--- src/rtl/vpu_out_collector.sv ---
// Purpose: per-lane deskew FIFO with a bypass path, so a datum can leave in the cycle it arrives.
// Latency: 0 cycles from push to head (bypass when empty); entries otherwise leave in FIFO order.
// Backpressure: a push to a full lane with no pop is dropped and flagged on drop; clr empties the lane.
module vpu_lane_fifo #(
   parameter int W     = 8,
   parameter int DEPTH = 4
) (
   input  logic         clk,
   input  logic         rst,
   input  logic         clr,
   input  logic         push,
   input  logic [W-1:0] push_dat,
   input  logic         pop,
   output logic         avail,
   output logic [W-1:0] head_dat,
   output logic         drop
);
   localparam int PTR_W = $clog2(DEPTH);
   localparam int CNT_W = PTR_W + 1;

   logic [W-1:0]     mem_q [DEPTH];
   logic [W-1:0]     mem_d [DEPTH];
   logic [PTR_W-1:0] rd_ptr_q, rd_ptr_d;
   logic [PTR_W-1:0] wr_ptr_q, wr_ptr_d;
   logic [CNT_W-1:0] cnt_q, cnt_d;

   logic empty;
   logic full;
   logic store;
   logic pop_mem;

   // An empty lane presents the incoming datum directly so a row can complete
   // in the same cycle its last lane arrives.
   always_comb begin
      empty    = (cnt_q == '0);
      full     = (cnt_q == CNT_W'(DEPTH));
      avail    = !empty || push;
      head_dat = empty ? push_dat : mem_q[rd_ptr_q];
      pop_mem  = pop && !empty;
      store    = push && !(pop && empty) && (!full || pop);
      drop     = push && full && !pop;
   end

   // Pointer, count and storage update; clr wins over any push or pop.
   always_comb begin
      mem_d    = mem_q;
      rd_ptr_d = rd_ptr_q;
      wr_ptr_d = wr_ptr_q;
      cnt_d    = cnt_q;
      if (clr) begin
         rd_ptr_d = '0;
         wr_ptr_d = '0;
         cnt_d    = '0;
      end else begin
         if (store) begin
            mem_d[wr_ptr_q] = push_dat;
            wr_ptr_d        = wr_ptr_q + PTR_W'(1);
         end
         if (pop_mem) begin
            rd_ptr_d = rd_ptr_q + PTR_W'(1);
         end
         case ({store, pop_mem})
            2'b10:   cnt_d = cnt_q + CNT_W'(1);
            2'b01:   cnt_d = cnt_q - CNT_W'(1);
            default: cnt_d = cnt_q;
         endcase
      end
   end

   // State registers with synchronous active-low reset.
   always_ff @(posedge clk) begin
      if (!rst) begin
         for (int i = 0; i < DEPTH; i++) begin
            mem_q[i] <= '0;
         end
         rd_ptr_q <= '0;
         wr_ptr_q <= '0;
         cnt_q    <= '0;
      end else begin
         mem_q    <= mem_d;
         rd_ptr_q <= rd_ptr_d;
         wr_ptr_q <= wr_ptr_d;
         cnt_q    <= cnt_d;
      end
   end
endmodule

// Purpose: deskew skewed VPU lane outputs and write full rows to the buffer at strided addresses.
// Latency: wr_valid rises 1 cycle after the last lane of a row is presented; 1 row/cycle sustained.
// Backpressure: wr_ready=0 holds wr_addr/wr_data and stalls pops; lanes keep filling, overflow is sticky.
module vpu_out_collector #(
   parameter int O_WIDTH       = 8,
   parameter int CHANNEL_WIDTH = 16,
   parameter int FIFO_DEPTH    = 4,
   parameter int ADDR_WIDTH    = 16,
   parameter int CNT_WIDTH     = 8
) (
   input  logic                                  clk,
   input  logic                                  rst,
   input  logic                                  start,
   input  logic [ADDR_WIDTH-1:0]                 base_addr,
   input  logic [ADDR_WIDTH-1:0]                 row_stride,
   input  logic [CNT_WIDTH-1:0]                  row_count,
   input  logic [CHANNEL_WIDTH-1:0]              vpu_out_valid,
   input  logic [CHANNEL_WIDTH-1:0][O_WIDTH-1:0] vpu_out,
   output logic                                  wr_valid,
   input  logic                                  wr_ready,
   output logic [ADDR_WIDTH-1:0]                 wr_addr,
   output logic [CHANNEL_WIDTH*O_WIDTH-1:0]      wr_data,
   output logic                                  busy,
   output logic                                  done,
   output logic                                  overflow
);
   typedef enum logic [1:0] {
      ST_IDLE = 2'd0,
      ST_RUN  = 2'd1,
      ST_FIN  = 2'd2
   } state_t;

   localparam logic [CNT_WIDTH-1:0] CNT_ONE = CNT_WIDTH'(1);

   state_t state_q, state_d;

   logic [ADDR_WIDTH-1:0]            next_addr_q, next_addr_d;
   logic [ADDR_WIDTH-1:0]            stride_q, stride_d;
   logic [CNT_WIDTH-1:0]             count_q, count_d;
   logic [CNT_WIDTH-1:0]             issued_q, issued_d;
   logic [CNT_WIDTH-1:0]             acked_q, acked_d;
   logic                             overflow_q, overflow_d;
   logic                             wr_valid_q, wr_valid_d;
   logic [ADDR_WIDTH-1:0]            wr_addr_q, wr_addr_d;
   logic [CHANNEL_WIDTH*O_WIDTH-1:0] wr_data_q, wr_data_d;

   logic [CHANNEL_WIDTH-1:0]             lane_push;
   logic [CHANNEL_WIDTH-1:0]             lane_avail;
   logic [CHANNEL_WIDTH-1:0]             lane_drop;
   logic [CHANNEL_WIDTH-1:0][O_WIDTH-1:0] lane_head;
   logic [CHANNEL_WIDTH*O_WIDTH-1:0]     row_dat;

   logic run;
   logic fifo_clr;
   logic start_acc;
   logic row_pop;
   logic wr_hs;
   logic last_hs;

   // Lane FIFOs only fill while running; outside RUN they are held empty, which
   // both clears them on start and discards leftovers once the job finishes.
   always_comb begin
      run       = (state_q == ST_RUN);
      fifo_clr  = !run;
      start_acc = (state_q == ST_IDLE) && start;
      lane_push = run ? vpu_out_valid : '0;
      wr_hs     = wr_valid_q && wr_ready;
      last_hs   = wr_hs && ((acked_q + CNT_ONE) == count_q);
      row_pop   = run && (&lane_avail) && (!wr_valid_q || wr_ready)
                  && (issued_q != count_q);
   end

   for (genvar g = 0; g < CHANNEL_WIDTH; g++) begin : g_lane
      vpu_lane_fifo #(
         .W     (O_WIDTH),
         .DEPTH (FIFO_DEPTH)
      ) u_fifo (
         .clk      (clk),
         .rst      (rst),
         .clr      (fifo_clr),
         .push     (lane_push[g]),
         .push_dat (vpu_out[g]),
         .pop      (row_pop),
         .avail    (lane_avail[g]),
         .head_dat (lane_head[g]),
         .drop     (lane_drop[g])
      );
      assign row_dat[g*O_WIDTH +: O_WIDTH] = lane_head[g];
   end

   // Job FSM: a zero-row job passes straight through FIN so done still pulses.
   always_comb begin
      state_d = state_q;
      case (state_q)
         ST_IDLE: begin
            if (start) begin
               state_d = (row_count == '0) ? ST_FIN : ST_RUN;
            end
         end
         ST_RUN: begin
            if (last_hs) begin
               state_d = ST_FIN;
            end
         end
         ST_FIN:  state_d = ST_IDLE;
         default: state_d = ST_IDLE;
      endcase
   end

   // Job parameters, row/ack counters, address accumulator and output register.
   always_comb begin
      next_addr_d = next_addr_q;
      stride_d    = stride_q;
      count_d     = count_q;
      issued_d    = issued_q;
      acked_d     = acked_q;
      overflow_d  = overflow_q;
      wr_valid_d  = wr_valid_q;
      wr_addr_d   = wr_addr_q;
      wr_data_d   = wr_data_q;
      if (start_acc) begin
         next_addr_d = base_addr;
         stride_d    = row_stride;
         count_d     = row_count;
         issued_d    = '0;
         acked_d     = '0;
         overflow_d  = 1'b0;
      end
      if (row_pop) begin
         wr_valid_d  = 1'b1;
         wr_data_d   = row_dat;
         wr_addr_d   = next_addr_q;
         next_addr_d = next_addr_q + stride_q;
         issued_d    = issued_q + CNT_ONE;
      end else if (wr_hs) begin
         wr_valid_d = 1'b0;
      end
      if (wr_hs) begin
         acked_d = acked_q + CNT_ONE;
      end
      if (|lane_drop) begin
         overflow_d = 1'b1;
      end
   end

   // State registers with synchronous active-low reset.
   always_ff @(posedge clk) begin
      if (!rst) begin
         state_q     <= ST_IDLE;
         next_addr_q <= '0;
         stride_q    <= '0;
         count_q     <= '0;
         issued_q    <= '0;
         acked_q     <= '0;
         overflow_q  <= 1'b0;
         wr_valid_q  <= 1'b0;
         wr_addr_q   <= '0;
         wr_data_q   <= '0;
      end else begin
         state_q     <= state_d;
         next_addr_q <= next_addr_d;
         stride_q    <= stride_d;
         count_q     <= count_d;
         issued_q    <= issued_d;
         acked_q     <= acked_d;
         overflow_q  <= overflow_d;
         wr_valid_q  <= wr_valid_d;
         wr_addr_q   <= wr_addr_d;
         wr_data_q   <= wr_data_d;
      end
   end

   // Output drive.
   always_comb begin
      wr_valid = wr_valid_q;
      wr_addr  = wr_addr_q;
      wr_data  = wr_data_q;
      overflow = overflow_q;
      busy     = (state_q != ST_IDLE);
      done     = (state_q == ST_FIN);
   end
endmodule

--- config.mk ---
export PLATFORM = sky130hd
export DESIGN_NAME = vpu_out_collector
export DESIGN_NICKNAME = d
export VERILOG_FILES = /design/src/rtl/vpu_out_collector.sv
export SDC_FILE = /design/constraint.sdc
export NUM_CORES = 2
export LEC_CHECK = 0
export ABC_AREA = 1
export BUFFER_PORTS_ARGS = -buffer_cell sky130_fd_sc_hd__buf_4
export CORE_ASPECT_RATIO = 0.7
export CORE_MARGIN = 3
export CORE_UTILIZATION = 25
export CTS_BUF_LIST = sky130_fd_sc_hd__clkbuf_8
export CTS_CLUSTER_SIZE = 14
export DETAILED_ROUTE_END_ITERATION = 10
export HOLD_SLACK_MARGIN = 0.05
export PLACE_DENSITY = 0.46
export SLEW_MARGIN = 25
export SYNTH_ARGS = -nofsm -noshare
export SYNTH_HDL_FRONTEND = slang
export SYNTH_SLANG_ARGS = --single-unit
--- constraint.sdc ---
create_clock -name clk -period 4 [get_ports clk]
set_clock_uncertainty 0.1 [all_clocks]
set_input_delay 0.2 -clock clk [delete_from_list [all_inputs] [get_ports clk]]
set_output_delay 0.2 -clock clk [all_outputs]
set_load 0.05 [all_outputs]
==> results by group <==
Final layout
  • Area growth syn-to-layout: 27.0%
  • Core Util, Final: 32.2%
  • Share of cells above drive strength 1: a little over a tenth
  • Nets: just under 8k

Synthesis
  • Top cells by area, synth: dfxtp_1 (37%), inv_1 (11%), nand2_1 (11%)
  • Sequential area share after synthesis: 36.6%
  • Post-Syn Area: 45300 um^2
  • Syn_nets: 7188
  • Syn_area_per_cell: 6.57 um^2
  • Post-synth top area cell: dfxtp_1
  • Top-count cell post-synth: inv_1
  • Synth warnings: 0
  • Syn Inst Count: 6886
  • Synth cell count leaders: inv_1 (1375), nand2_1 (1278), dfxtp_1 (828)
  • Synth Flop Type: dfxtp_1
  • Post-synth EDFFs: 0
  • Yosys reg bits: ~830
  • Area share of the largest cell type after synthesis: 36.6%
  • Ys async rst share: 0%
  • Netlist cell types: 47

STA
  • RSZ-0062 raised after global routing: no
  • Setup violations, final: 0
  • Min cycle time layout: ~3.7 ns
  • Hold Fails Final Rpt: 0
  • Relative slew slack: about a third
  • Final worst slack: 0.270 ns
  • Maximum clock rate: ~0.27 GHz
  • Final Max Slew Viols: 0
  • Fin crit share: 93.2%
  • Worst slew pin tran: ~0.99 ns
  • Fin Setup TNS: 0 ns

Routing
  • Iter 0 DRT Violations: 3201
  • Via density: 4.51
  • Vias post-DR: 45.1k
  • Residual DRC count: 0
  • Routed wire length: 161000 um
  • Drt first pass iters: 7
  • WL per Instance: between 15 and 20 um
  • Antenna Nets Post-Route: 0

Clocking
  • CTS Root Buffer Type: clkbuf_8
  • Later-pin clock latency in the skew report: 0.92 ns
  • H-tree Lvls: 4
  • TritonCTS Buffers: 155
  • Clk slew on worst S/H paths: 0.07 ns
  • CTS sink cnt: 828
  • CTS tree: done
  • Max Root-Sink Buffers: 3

Power
  • Power Dens Cells: around 350 nW/um^2
  • Leak pwr: 25.3 nW
  • Peak supply drop: 269 uV

Outcome
  • Status: completed

Floorplanning
  • Core ar.: about 180000 um^2
  • Num rows: 129
  • Chip Height: 362 um
  • Initial Util: 25.4%
  • Die Width: slightly above 500 um
  • I/O Pins: between 300 and 400
  • Die area: about 190000 um^2

Critical path
  • Worst-path maximum fanout: 41
  • Slowest CP cell: dlygate4sd3_1
  • CP top delay family: buffers and inverters
  • Max stage delay on crit path: 0.57 ns
  • Critical path required time: 4.74 ns
  • Setup CP Type: reg -> reg
  • Arr. time, crit path: 4.47 ns
  • CP Buf/Inv Count: 6
  • CP endpoint kind: flop
  • Kind of start point of the critical path: flop
  • Critical-path cell list: clkinv_2 > nand3_1 > nand3_1 > nand2_1 > nor2_1 > nand2_1 > inv_2 > nand3_4 > buf_12 > buf_6 > o21ai_0 > dlygate4sd3_1 > a21oi_1 > dlygate4sd3_1

Place
  • GP Congestion: 0.808
  • Post-DP HPWL: 107000 um
  • IO Port Bufs: 335
  • Place WS: 0.136 ns

GRT
  • Total GRT Usage: 16.8%
  • Global-route wire length before repair: 249000 um
  • Initial antenna violation count: 10
  • Largest net degree at the start of global routing: 177
  • Vias in the first global route: 43.0k
  • Total grt overflow: 0

Hold path
  • HP Class: in -> reg

Job
  • Max Cap Viol: 0
## metal layers
| metal | share of wire (%) | global-route usage, % | wire [um] | vias up |
|---|---|---|---|---|
| li1 | - | - | - | 23000 |
| met1 | 49 | 24.0 | 79700 | 20700 |
| met2 | 43 | 25.5 | 68500 | 1046 |
| met3 | 5.4 | 3.26 | 8760 | 262 |
| met4 | 2.5 | 4.71 | 4010 | 0 |
| met5 | 0 | 0 | 0 | - |
## metrics by stage
| step | cells | hold WS, ns | instance area (um^2) | power [mW] |
|---|---|---|---|---|
| detailed placement | 9261 | 0.362 | 49700 | 10.7 |
| floorplan | 6886 | 0.261 | 45300 | 9.97 |
| global placement | 9261 | 0.363 | 49700 | 10.7 |
| finish | 9983 | 0.148 | 57500 | 19.9 |
| global route | 9979 | 0.0633 | 57400 | 21.0 |
| CTS | 9970 | 0.0501 | 57400 | 20.3 |
## cell usage in the layout (no fill, tap or decap), types with 6 or more instances in the layout
cell type	count
bufinv_16	7
o21ai_0	538
dlygate4sd3_1	433
diode_2	10
nand4_4	40
nor3_1	16
nor2_1	756
nand2_4	10
nand4_1	517
xor2_1	27
clkbuf_8	199
dfxtp_1	828
ha_1	97
a21oi_1	767
nand3_2	16
nand3_1	57
nand2_1	1277
nand4_2	24
inv_2	9
clkinv_1	41
clkinvlp_4	6
nor2_4	6
nand2_2	19
buf_12	7
buf_4	408
inv_1	1423
or2_2	7
clkinv_2	8
fa_1	17
## area by class of cell
cell class | count | area (um^2)
clock inverter | 77 | 596
antenna | 10 | 25.0
multi-input combinational | 4234 | 21600
clock buffer | 199 | 2740
fill | 19300 | 121000
sequential | 828 | 16600
inverter | 1427 | 5370
timing repair buffer | 850 | 7560
tap | 2358 | 2950
## tightest hold or removal path, stage by stage
cell	delay (ns)
dlygate4sd3_1	0.53
buf_4	0.11
inv_1	0.07
nand4_1	0.09
nand2_1	0.05
nor2_1	0.07
## final timing paths
path	end	depth (start not counted)	start	slack, ns
min	g_lane[10].u_fifo.mem_q[0]	6	vpu_out[80]	0.15
max reg2reg	next_addr_q[7]	14	state_q[1]	0.27
max	next_addr_q[7]	14	state_q[1]	0.27
min reg2reg	issued_q[4]	2	issued_q[4]	0.38
## timing repair
item	CTS	global route
hold buffers	433	0
setup buffers	0	3
endpoints found under the hold margin	773	0
gates resized for setup	0	4
setup endpoints to repair	0	18
## power by group
group / leakage [nW] / switching (mW) / internal, mW
clock: 1.88 / 4.14 / 4.94
sequential: 6.69 / 0.0993 / 8.43
combinational: 16.7 / 1.42 / 0.894
total: 25.3 / 5.66 / 14.3
## state kept, by name, summed over array words and instances (netlist names)
register,flops
stride_q,16
state_q,2
g_lane.u_fifo.wr_ptr_q,32
g_lane.u_fifo.rd_ptr_q,32
next_addr_q,16
overflow,1
wr_data,128
g_lane.u_fifo.cnt_q,48
issued_q,8
wr_valid,1
g_lane.u_fifo.mem_q,512
acked_q,8
wr_addr,16
count_q,8
## cell families (layout without fill, tap and decap cells)
| group | Yosys count | in the layout | share of synthesized area [%] |
|---|---|---|---|
| other | 0 | 10 | 0 |
| buffers and inverters | 1824 | 2553 | 15.7 |
| AO/OA/AOI/OAI | 1322 | 1322 | 14.7 |
| flip-flops | 828 | 828 | 36.6 |
| adder cells (fa/ha/maj) | 114 | 114 | 3.43 |
| XOR/XNOR | 30 | 30 | 0.611 |
| AND/OR/NAND/NOR | 2768 | 2768 | 28.9 |
Note: power is estimated with default switching activity, not from simulation.
